<file path="config.mk">
export PLATFORM = sky130hd
export DESIGN_NAME = dsp_sub_stream
export DESIGN_NICKNAME = d
export VERILOG_FILES = /design/src/rtl/dsp_pkg.sv /design/src/rtl/dsp_pipe_stage.sv /design/src/rtl/dsp_sub_stream.sv
export SDC_FILE = /design/constraint.sdc
export NUM_CORES = 1
export LEC_CHECK = 0
export ABC_AREA = 0
export CORE_MARGIN = 1.5
export CORE_UTILIZATION = 52
export DETAILED_ROUTE_END_ITERATION = 10
export GPL_TIMING_DRIVEN = 0
export PLACE_DENSITY = 0.93
export SLEW_MARGIN = 0
export SYNTH_ARGS = -nofsm -noshare
export SYNTH_HDL_FRONTEND = slang
export SYNTH_HIERARCHICAL = 1
export SYNTH_SLANG_ARGS = --single-unit
</file>
<file path="constraint.sdc">
create_clock -name clock -period 2.8 [get_ports clock]
set_clock_uncertainty 0.05 [all_clocks]
set_input_delay 0.56 -clock clock [delete_from_list [all_inputs] [get_ports clock]]
set_output_delay 0.56 -clock clock [all_outputs]
set_load 0.01 [all_outputs]
</file>
<file path="src/rtl/dsp_pkg.sv">
// Shared definitions for the DSP add/sub streaming family: default widths,
// the pipeline stage record and the saturating subtract helper.
package dsp_pkg;

  localparam int DSP_WIDTH = 8;
  localparam int DSP_CNT_W = 16;

  // One pipeline slot as seen on the output: valid, result and overflow marker.
  typedef struct packed {
    logic                 vld;
    logic [DSP_WIDTH-1:0] data;
    logic                 sat;
  } dsp_stage_t;

  // Saturating a - b at the family default width; returns {sat, result}.
  // Overflow shows up as disagreement between the top two bits of the
  // one-bit-wider difference.
  function automatic logic [DSP_WIDTH:0] sub_sat(
    input logic signed [DSP_WIDTH-1:0] op_a,
    input logic signed [DSP_WIDTH-1:0] op_b
  );
    logic signed [DSP_WIDTH:0] diff;
    diff = {op_a[DSP_WIDTH-1], op_a} - {op_b[DSP_WIDTH-1], op_b};
    if (diff[DSP_WIDTH] != diff[DSP_WIDTH-1])
      return {1'b1, diff[DSP_WIDTH], {(DSP_WIDTH-1){~diff[DSP_WIDTH]}}};
    return {1'b0, diff[DSP_WIDTH-1:0]};
  endfunction

endpackage

</file>
<file path="src/rtl/dsp_pipe_stage.sv">
// Single valid/ready register slice. An empty slice always loads from the
// slice behind it, so bubbles collapse and full-rate streaming is kept.
module dsp_pipe_stage #(
  parameter int PW = 9
) (
  input  logic          i_clk,
  input  logic          i_rst_n,
  input  logic          i_vld,
  input  logic [PW-1:0] i_data,
  output logic          o_rdy,
  output logic          o_vld,
  output logic [PW-1:0] o_data,
  input  logic          i_rdy
);

  logic          r_vld;
  logic [PW-1:0] r_data;

  // Slot frees up when it is empty or its content leaves this cycle.
  assign o_rdy  = !r_vld || i_rdy;
  assign o_vld  = r_vld;
  assign o_data = r_data;

  // Load the slot whenever it is free; data only changes on a real transfer.
  always_ff @(posedge i_clk or negedge i_rst_n) begin
    if (!i_rst_n) begin
      r_vld  <= 1'b0;
      r_data <= '0;
    end else if (o_rdy) begin
      r_vld <= i_vld;
      if (i_vld) r_data <= i_data;
    end
  end

endmodule

</file>
<file path="src/rtl/dsp_sub_stream.sv">
// Streaming pipelined subtractor y = a - b behind valid/ready on both sides,
// with a wrapping count of delivered results.
// Optional build macro DSP_SUB_SAT_EN: signed saturation plus sat_flag output;
// without it the difference wraps and there is no sat_flag port.
module dsp_sub_stream
  import dsp_pkg::*;
#(
  parameter int WIDTH   = DSP_WIDTH,
  parameter int LATENCY = 2,
  parameter int CNT_W   = DSP_CNT_W
) (
  input  logic             clock,
  input  logic             reset,
  input  logic [WIDTH-1:0] a,
  input  logic [WIDTH-1:0] b,
  input  logic             in_valid,
  output logic             in_ready,
  output logic [WIDTH-1:0] y,
  output logic             y_valid,
  input  logic             y_ready,
  output logic [CNT_W-1:0] done_cnt
`ifdef DSP_SUB_SAT_EN
  ,
  output logic             sat_flag
`endif
);

`ifdef DSP_SUB_SAT_EN
  localparam int PW = WIDTH + 1;
`else
  localparam int PW = WIDTH;
`endif

  logic signed [WIDTH-1:0] w_a_s;
  logic signed [WIDTH-1:0] w_b_s;
  logic [PW-1:0]           w_data [0:LATENCY];
  logic                    w_vld  [0:LATENCY];
  logic                    w_rdy  [0:LATENCY];
  logic [CNT_W-1:0]        r_done_cnt;

  assign w_a_s = a;
  assign w_b_s = b;

`ifdef DSP_SUB_SAT_EN
  // Saturating difference at this instance's width; returns {sat, result}.
  function automatic logic [WIDTH:0] sat_sub(
    input logic signed [WIDTH-1:0] op_a,
    input logic signed [WIDTH-1:0] op_b
  );
    logic signed [WIDTH:0] diff;
    diff = {op_a[WIDTH-1], op_a} - {op_b[WIDTH-1], op_b};
    if (diff[WIDTH] != diff[WIDTH-1])
      return {1'b1, diff[WIDTH], {(WIDTH-1){~diff[WIDTH]}}};
    return {1'b0, diff[WIDTH-1:0]};
  endfunction

  // Stage 0 entry: saturated result with its overflow marker on top.
  assign w_data[0] = sat_sub(w_a_s, w_b_s);
`else
  // Stage 0 entry: low WIDTH bits of the difference, wrapping on overflow.
  assign w_data[0] = w_a_s - w_b_s;
`endif

  assign w_vld[0]       = in_valid;
  assign in_ready       = w_rdy[0];
  assign w_rdy[LATENCY] = y_ready;

  // LATENCY register slices; ready ripples back from the consumer.
  for (genvar k = 0; k < LATENCY; k++) begin : g_stage
    dsp_pipe_stage #(.PW(PW)) u_stage (
      .i_clk   (clock),
      .i_rst_n (reset),
      .i_vld   (w_vld[k]),
      .i_data  (w_data[k]),
      .o_rdy   (w_rdy[k]),
      .o_vld   (w_vld[k+1]),
      .o_data  (w_data[k+1]),
      .i_rdy   (w_rdy[k+1])
    );
  end

  assign y       = w_data[LATENCY][WIDTH-1:0];
  assign y_valid = w_vld[LATENCY];
`ifdef DSP_SUB_SAT_EN
  assign sat_flag = w_vld[LATENCY] & w_data[LATENCY][WIDTH];
`endif

  // Count each result the consumer takes; wraps naturally at 2^CNT_W.
  always_ff @(posedge clock or negedge reset) begin
    if (!reset) r_done_cnt <= '0;
    else if (y_valid && y_ready) r_done_cnt <= r_done_cnt + 1'b1;
  end

  assign done_cnt = r_done_cnt;

endmodule
</file>
==> results of run 1 <==
[per-stage QoR]
step                      setup slack (ns)  cells  power, W  util (%)  hold slack [ns]
final                                0.187    245   0.00157      71.1            0.215
after global routing                 0.126    245   0.00168      71.1            0.249
after CTS                            0.178    245   0.00160      71.2            0.455
after detailed placement            0.0987    237   0.00131      69.4            0.436
after global placement               0.170    237   0.00128      69.4            0.412
after floorplan                      0.682    146   0.00102         -            0.214
[metal layers]
metal	vias to the layer above	wire length (um)
met5	-	0
met1	599	1330
met3	6	198
met2	47	1710
met4	0	64
li1	607	-
[flip-flops by register name (all words and copies together) (netlist names)]
register and flops:
done_cnt 16, g_stage.u_stage/o_data 16, g_stage.u_stage/o_vld 2
[power groups by stage]
| stage | Combinational [W] | Clock [W] | Sequential [W] |
|---|---|---|---|
| finish | 0.000572 | 0.000275 | 0.000726 |
| global route | 0.000626 | 0.000306 | 0.000743 |
| CTS | 0.000580 | 0.000289 | 0.000727 |
| detailed placement | 0.000578 | 0 | 0.000735 |
| global placement | 0.000552 | 0 | 0.000724 |
| floorplan | 0.000267 | 0 | 0.000753 |
[worst min path at each step]
stage                                        start                        to  cells past startpoint
final                                        reset   done_cnt[3]$_DFFE_PN0P_                      1
after floorplan                              reset   done_cnt[0]$_DFFE_PN0P_                      0
after global placement    done_cnt[15]$_DFFE_PN0P_  done_cnt[15]$_DFFE_PN0P_                      1
after global routing                         reset   done_cnt[8]$_DFFE_PN0P_                      1
after detailed placement  done_cnt[15]$_DFFE_PN0P_  done_cnt[15]$_DFFE_PN0P_                      1
after CTS                 done_cnt[15]$_DFFE_PN0P_  done_cnt[15]$_DFFE_PN0P_                      1
[worst register-to-register path, cell delays in order (launching register included)]
cell and delay (ns):
dfrtp_1 0.46, nand4_1 0.21, nor3_1 0.44, nand4_1 0.17, xnor2_1 0.15
[synth_stat cells]
| library cell | number | area (um2) |
|---|---|---|
| nand3b_1 | 1 | 7.51 |
| nor2b_1 | 3 | 18.8 |
| o2111ai_1 | 1 | 8.76 |
| dfrtp_1 | 34 | 851 |
| o211ai_1 | 1 | 7.51 |
| nand2b_1 | 2 | 12.5 |
| inv_1 | 10 | 37.5 |
| nand4_1 | 3 | 18.8 |
| a21oi_1 | 3 | 15.0 |
| nor3_1 | 3 | 15.0 |
| o22ai_1 | 1 | 6.26 |
| mux2_2 | 1 | 11.3 |
| nor4_2 | 1 | 12.5 |
| and4_1 | 1 | 8.76 |
| nor2_1 | 7 | 26.3 |
| or2_1 | 1 | 6.26 |
| fa_1 | 1 | 20.0 |
| nand2_1 | 9 | 33.8 |
| or4b_1 | 1 | 10.0 |
| nand2_8 | 2 | 40.0 |
| o21a_1 | 1 | 7.51 |
| nand3_1 | 7 | 35.0 |
| ha_1 | 8 | 100 |
| xnor2_1 | 14 | 123 |
| nand2b_4 | 2 | 27.5 |
| o31a_1 | 1 | 8.76 |
| mux2_4 | 16 | 240 |
| and3_1 | 1 | 6.26 |
| or4_1 | 1 | 7.51 |
| xor2_1 | 6 | 52.6 |
| o21ai_0 | 3 | 15.0 |
[cells by family (layout without fill, tap and decap cells)]
logic type      count (synthesis)  count (layout)  share of synthesized area, %
xor+xnor                       20              20                          9.78
buf+inv                        10              63                          2.10
compound gates                 11              11                          3.84
flops                          34              34                          47.5
mux                            17              17                          14.0
simple gates                   45              45                          16.0
fa+ha+maj                       9               9                          6.71
[cell type report]
cell class	count	area, um2
tap	46	57.6
multi-input combinational	102	902
inverter	10	37.5
clock inverter	1	5.00
sequential	34	851
fill	261	957
timing repair buffer	45	445
clock buffer	7	55.1
==> results.md, run 1 <==
- Hold-fix buffers at CTS: 0
- Part of the power in registers: 46.2%
- Clock insertion delay at the later pin of the skew report: 0.33 ns
- Initial cell density of the core: 54.1%
- Max-slew headroom at the worst pin: 52.6%
- Total power density per cell area: 668 nW/um2
- Buffers and inverters on the worst path: 2
- Vias in the first global route: 1344
- CP peak stage delay: 0.55 ns
- Shortest clock period the worst path allows after layout: 2.61 ns
- Number of cell instances on the worst register-to-register path: 4
- GRT Residual Overflow: 0
- Rows: 21
- Kind of launch point of the worst setup path: primary input
- Worst Tran Pin Value: 0.711 ns
- Inserted Clock Buffers: 5
- Worst reg2reg path endpoint: done_cnt[12]$_DFFE_PN0P_
- Area inside the core boundary: 3310 um2
- Share of total power in the clock network: 17.5%
- Placed cell areas: 2300 um2
- Critical Path Stages: 4
- TritonCTS clock tree: yes
- Highest Clock Rate: 0.383 GHz
- Post-route clock period utilization: 93.3%
- Accumulated negative setup slack: 0 ns
- Pin count of the biggest net entering global routing: 35
- Input/output buffers: 45
- Start point of the critical path: y_ready
- Number of hold-slack violations in the final timing report: 0
- Reg2Reg Launch Point: g_stage[1].u_stage/o_vld$_DFFE_PN0P_
- Ratio of cells with drive above 1 in the final layout: 15.1%
- Boundary pin count: 46
- Number of search-and-repair iterations in the first detailed-routing pass: 4
- Share of total power in combinational logic: 36.3%
- Drc violations: 0
- Sequence of cells on the critical path: clkdlybuf4s50_1 > nand2b_4 > nand2b_4 > clkdlybuf4s50_1
- Drt first-iter violations: 50
- Largest vdd supply drop: 0.398 mV
- Part of the Yosys area used for sequential elements: 47.5%
- Post-Synthesis Net Count: 175
- Critical path capture point type: output pin
- Die Outline Area: 3800 um2
- Crit path kind: in -> out
- Maximum capacitance violations: 0
- Chip height: 61.7 um
- Unrepaired setup endpoints after global routing: no
- Post-DR vias/cell: 5.14
- Fraction of met3 tracks used by global routing: 7.14%
- Relative area change from synthesis to final layout: 31.4%
- Count of yosys warnings during synthesis: 6
- Design internal power: 0.00110 W
- Unique masters post-synth: 31
- Total setup violations reported at the end of the flow: 0
- Flop2flop setup slack: 1.21 ns
- Switching power total: 0.000473 W
- Met1 Use GR: 22.0%
- WP data required: 2.19 ns
- Post-CTS Setup Inserts: 0
- Most common library cell in the layout ignoring fill and taps: clkdlybuf4s50_1
- Average wire per cell in the routed design: 13.5 um
- RD Place Congestion: 0.810
- Deepest clock path buffer count: 2
- Critical Path Sink: in_ready
- Top library cells by usage in the layout, fill and taps aside: clkdlybuf4s50_1 (44), dfrtp_1 (34), mux2_4 (16)
- H-tree Lvls: 2
- Pins Over Slew Limit: 0
- Total of cells resized after clock tree synthesis: 0
- Met2 usage: 36.2%
- Highest net fanout along the worst path: 4
- Largest delay contributor family on the critical path: buffers and inverters
- Clock sink count: 34
- Synth Area per Inst: 12.3 um2
- Highest-delay cell along the critical path: clkdlybuf4s50_1
- Worst Path Arrival: 2.00 ns
- Die span in x: 61.7 um
- Run status: completed
- Antenna-violating nets left: 0
- DR vias: 1259
- Initial antenna violation count: 0
- Total standard cell area after synthesis: 1790 um2
- Most Used Layer, Global Route: met2
- Buffer cell driving the clock tree root: clkbuf_4
- Estimated wirelength of the detail-placed design: 2620 um
- Yosys reg bits: 34
- Leak: 1.06 nW
- Area of all placed cells without fillers: 2350 um2
- Number of inserted diodes: 0
- Global-route wire length before repair: 5550 um
- Clock input transition at the sequential cells of the worst setup and hold paths: 0.10 ns
- Global Route Usage Sum: 20.5%
- Type of the worst min-delay path: in -> async
- Switching Fraction: 30.1%
- Number of standard cells after synthesis: 146
- Number of nets in the finished design: 227
- Final wirelength: 3300 um
Power figures use the tool's default switching activity.
==> run 2, diff against run 1 <==
--- a/config.mk
+++ b/config.mk
@@ -6,11 +6,12 @@
 export NUM_CORES = 1
 export LEC_CHECK = 0
 export ABC_AREA = 0
+export CORE_ASPECT_RATIO = 0.6
 export CORE_MARGIN = 1.5
 export CORE_UTILIZATION = 52
 export DETAILED_ROUTE_END_ITERATION = 10
 export GPL_TIMING_DRIVEN = 0
-export PLACE_DENSITY = 0.93
+export PLACE_DENSITY = 0.95
 export SLEW_MARGIN = 0
 export SYNTH_ARGS = -nofsm -noshare
 export SYNTH_HDL_FRONTEND = slang
==> constraint.sdc (replaced) <==
create_clock -name clock -period 3.4 [get_ports clock]
set_clock_uncertainty 0.05 [all_clocks]
set_input_delay 0.68 -clock clock [delete_from_list [all_inputs] [get_ports clock]]
set_output_delay 0.68 -clock clock [all_outputs]
set_load 0.01 [all_outputs]
==> run 2 against run 1 <==
Net effect:
- sequential share of layout area is 0.23 points lower
- final cell count down 0.82%
- clock power about the same
- non-clock buffer count unchanged
- count of clock-buffer cells in the layout stayed put
- via count grew 3.7%
- register-to-register slack improved by 0.58 ns
- worst setup slack better by 0.31 ns
- flip-flop and latch count unchanged
- critical path type unchanged
- routed wire length is 11% higher
- worst hold slack improved by 0.19 ns
- utilization is 1.5 points higher
==> results.md, run 2 (same netlist as run 1, synthesis figures left out) <==
- Flop2flop setup slack: 1.79 ns (+0.58 ns)
- Total power density per cell area: 570 nW/um2 (-15%)
- Relative area change from synthesis to final layout: 32.3%
- Critical path capture point type: output pin
- Power, Total: 0.00135 W (-14%)
- Maximum capacitance violations: 0 (unchanged)
- Total setup violations reported at the end of the flow: 0 (unchanged)
- Clock insertion delay at the later pin of the skew report: 0.28 ns (-0.05 ns)
- Shortest clock period the worst path allows after layout: 2.90 ns
- RD Place Congestion: 0.875 (+8.0%)
- TritonCTS clock tree: yes
- Run status: completed
- Buffer cell driving the clock tree root: clkbuf_8
- Most common library cell in the layout ignoring fill and taps: clkdlybuf4s50_1
- Crit path kind: in -> out
- Final wirelength: 3650 um (+11%)
- Initial cell density of the core: 54.9% (+0.79 points)
- Clock sink count: 34 (unchanged)
- Die span in x: 78.8 um (+28%)
- Accumulated negative setup slack: 0 ns (unchanged)
- Number of hold-slack violations in the final timing report: 0 (unchanged)
- Estimated wirelength of the detail-placed design: 2800 um (+7.0%)
- Global-route wire length before repair: 6500 um (+17%)
- Post-CTS Setup Inserts: 0 (unchanged)
- Initial antenna violation count: 0 (unchanged)
- Boundary pin count: 46 (unchanged)
- Leak: 1.06 nW (+0.29%)
- Worst Path Arrival: 2.17 ns (+0.17 ns)
- Largest vdd supply drop: 0.273 mV (-31%)
- GRT Residual Overflow: 0 (unchanged)
- DR vias: 1305 (+3.7%)
- Rows: 16 (-24%)
- H-tree Lvls: 2 (unchanged)
- Reg2Reg Launch Point: g_stage[1].u_stage/o_vld$_DFFE_PN0P_
- Vias in the first global route: 1356 (+0.89%)
- Drc violations: 0 (unchanged)
- Area of all placed cells without fillers: 2370 um2 (+0.64%)
- Unrepaired setup endpoints after global routing: no
- Average wire per cell in the routed design: 15.0 um (+11%)
- Die Outline Area: 3820 um2 (+0.30%)
- Type of the worst min-delay path: in -> async
- Chip height: 48.5 um (-21%)
- Number of search-and-repair iterations in the first detailed-routing pass: 4 (unchanged)
- WP data required: 2.67 ns (+0.48 ns)
- Clock input transition at the sequential cells of the worst setup and hold paths: 0.07 ns (-0.03 ns)
- Deepest clock path buffer count: 2 (unchanged)
- Global Route Usage Sum: 22.7% (+2.2 points)
- Drt first-iter violations: 85 (+70%)
- Max-slew headroom at the worst pin: 51.2% (-1.4 points)
- Area inside the core boundary: 3260 um2 (-1.4%)
- Input/output buffers: 45 (unchanged)
- Post-route clock period utilization: 85.3%
- Pins Over Slew Limit: 0 (unchanged)
- Ratio of cells with drive above 1 in the final layout: 14.1% (-0.93 points)
- Post-DR vias/cell: 5.37 (+4.5%)
- Antenna-violating nets left: 0 (unchanged)
- Highest Clock Rate: 0.345 GHz
- Total of cells resized after clock tree synthesis: 0 (unchanged)
- Highest net fanout along the worst path: 4 (unchanged)
- Number of inserted diodes: 0 (unchanged)
- Worst reg2reg path endpoint: done_cnt[12]$_DFFE_PN0P_
- Kind of launch point of the worst setup path: primary input
- Hold-fix buffers at CTS: 0 (unchanged)
- Pin count of the biggest net entering global routing: 35 (unchanged)
- Placed cell areas: 2300 um2 (about the same)
- Number of nets in the finished design: 227 (unchanged)
- Number of cell instances on the worst register-to-register path: 4 (unchanged)
- Top library cells by usage in the layout, fill and taps aside: clkdlybuf4s50_1 (44), dfrtp_1 (34), mux2_4 (16)
- Worst Tran Pin Value: 0.732 ns (+0.0210 ns)
- Inserted Clock Buffers: 5 (unchanged)
run 2: cell count changes in the layout (fill, tap and decap cells not counted), sizes merged:
cell	before	now
clkinv	1	0
run 2: area by class of cell:
| type | instances | area [um2] |
|---|---|---|
| Fill cell | 207 | 895 |
| Tap cell | 45 | 56.3 |
| Multi-Input combinational cell | 102 | 902 |
| Inverter | 10 | 37.5 |
| Timing Repair Buffer | 45 | 445 |
| Clock buffer | 7 | 76.3 |
| Sequential cell | 34 | 851 |
run 2: worst max path at each step:
stage / end / from / slack, ns
final: in_ready / y_ready / 0.50
after global routing: in_ready / y_ready / 0.46
after CTS: in_ready / y_ready / 0.50
after detailed placement: in_ready / y_ready / 0.51
after global placement: in_ready / y_ready / 0.54
after floorplan: g_stage[0].u_stage/o_data[6]$_DFFE_PN0P_ / a[0] / 1.16
run 2: power breakdown:
group          internal [W]  switching [W]
combinational      0.000298       0.000174
clock              0.000141       0.000132
sequential         0.000508      0.0000967
total              0.000947       0.000403
run 2: critical path, cell delays in order:
cell,delay [ns]
clkdlybuf4s50_1,0.56
nand2b_4,0.20
nand2b_4,0.18
clkdlybuf4s50_1,0.54
run 2: routing by layer:
layer,wire (um),up-vias,share of wire (%),track usage (%)
met5,0,-,0,0
met4,89,0,2.4,11.6
met3,227,10,6.2,6.04
met2,1820,52,50,37.5
met1,1510,636,41,27.5
li1,-,607,-,-
run 2: stage by stage:
stage	instances	setup slack [ns]	util, %	hold WS [ns]
detailed placement	236	0.511	70.4	0.415
floorplan	146	1.16	-	0.334
CTS	243	0.499	72.7	0.427
global placement	236	0.535	70.4	0.412
finish	243	0.500	72.6	0.405
global route	243	0.464	72.6	0.449
==> run 3, diff against run 2 <==
--- a/config.mk
+++ b/config.mk
@@ -6,6 +6,7 @@
 export NUM_CORES = 1
 export LEC_CHECK = 0
 export ABC_AREA = 0
+export ABC_CLOCK_PERIOD_IN_PS = 3400
 export CORE_ASPECT_RATIO = 0.6
 export CORE_MARGIN = 1.5
 export CORE_UTILIZATION = 52
==> results of run 3 <==
Final layout, timing and power as in run 2 (identical DEF).
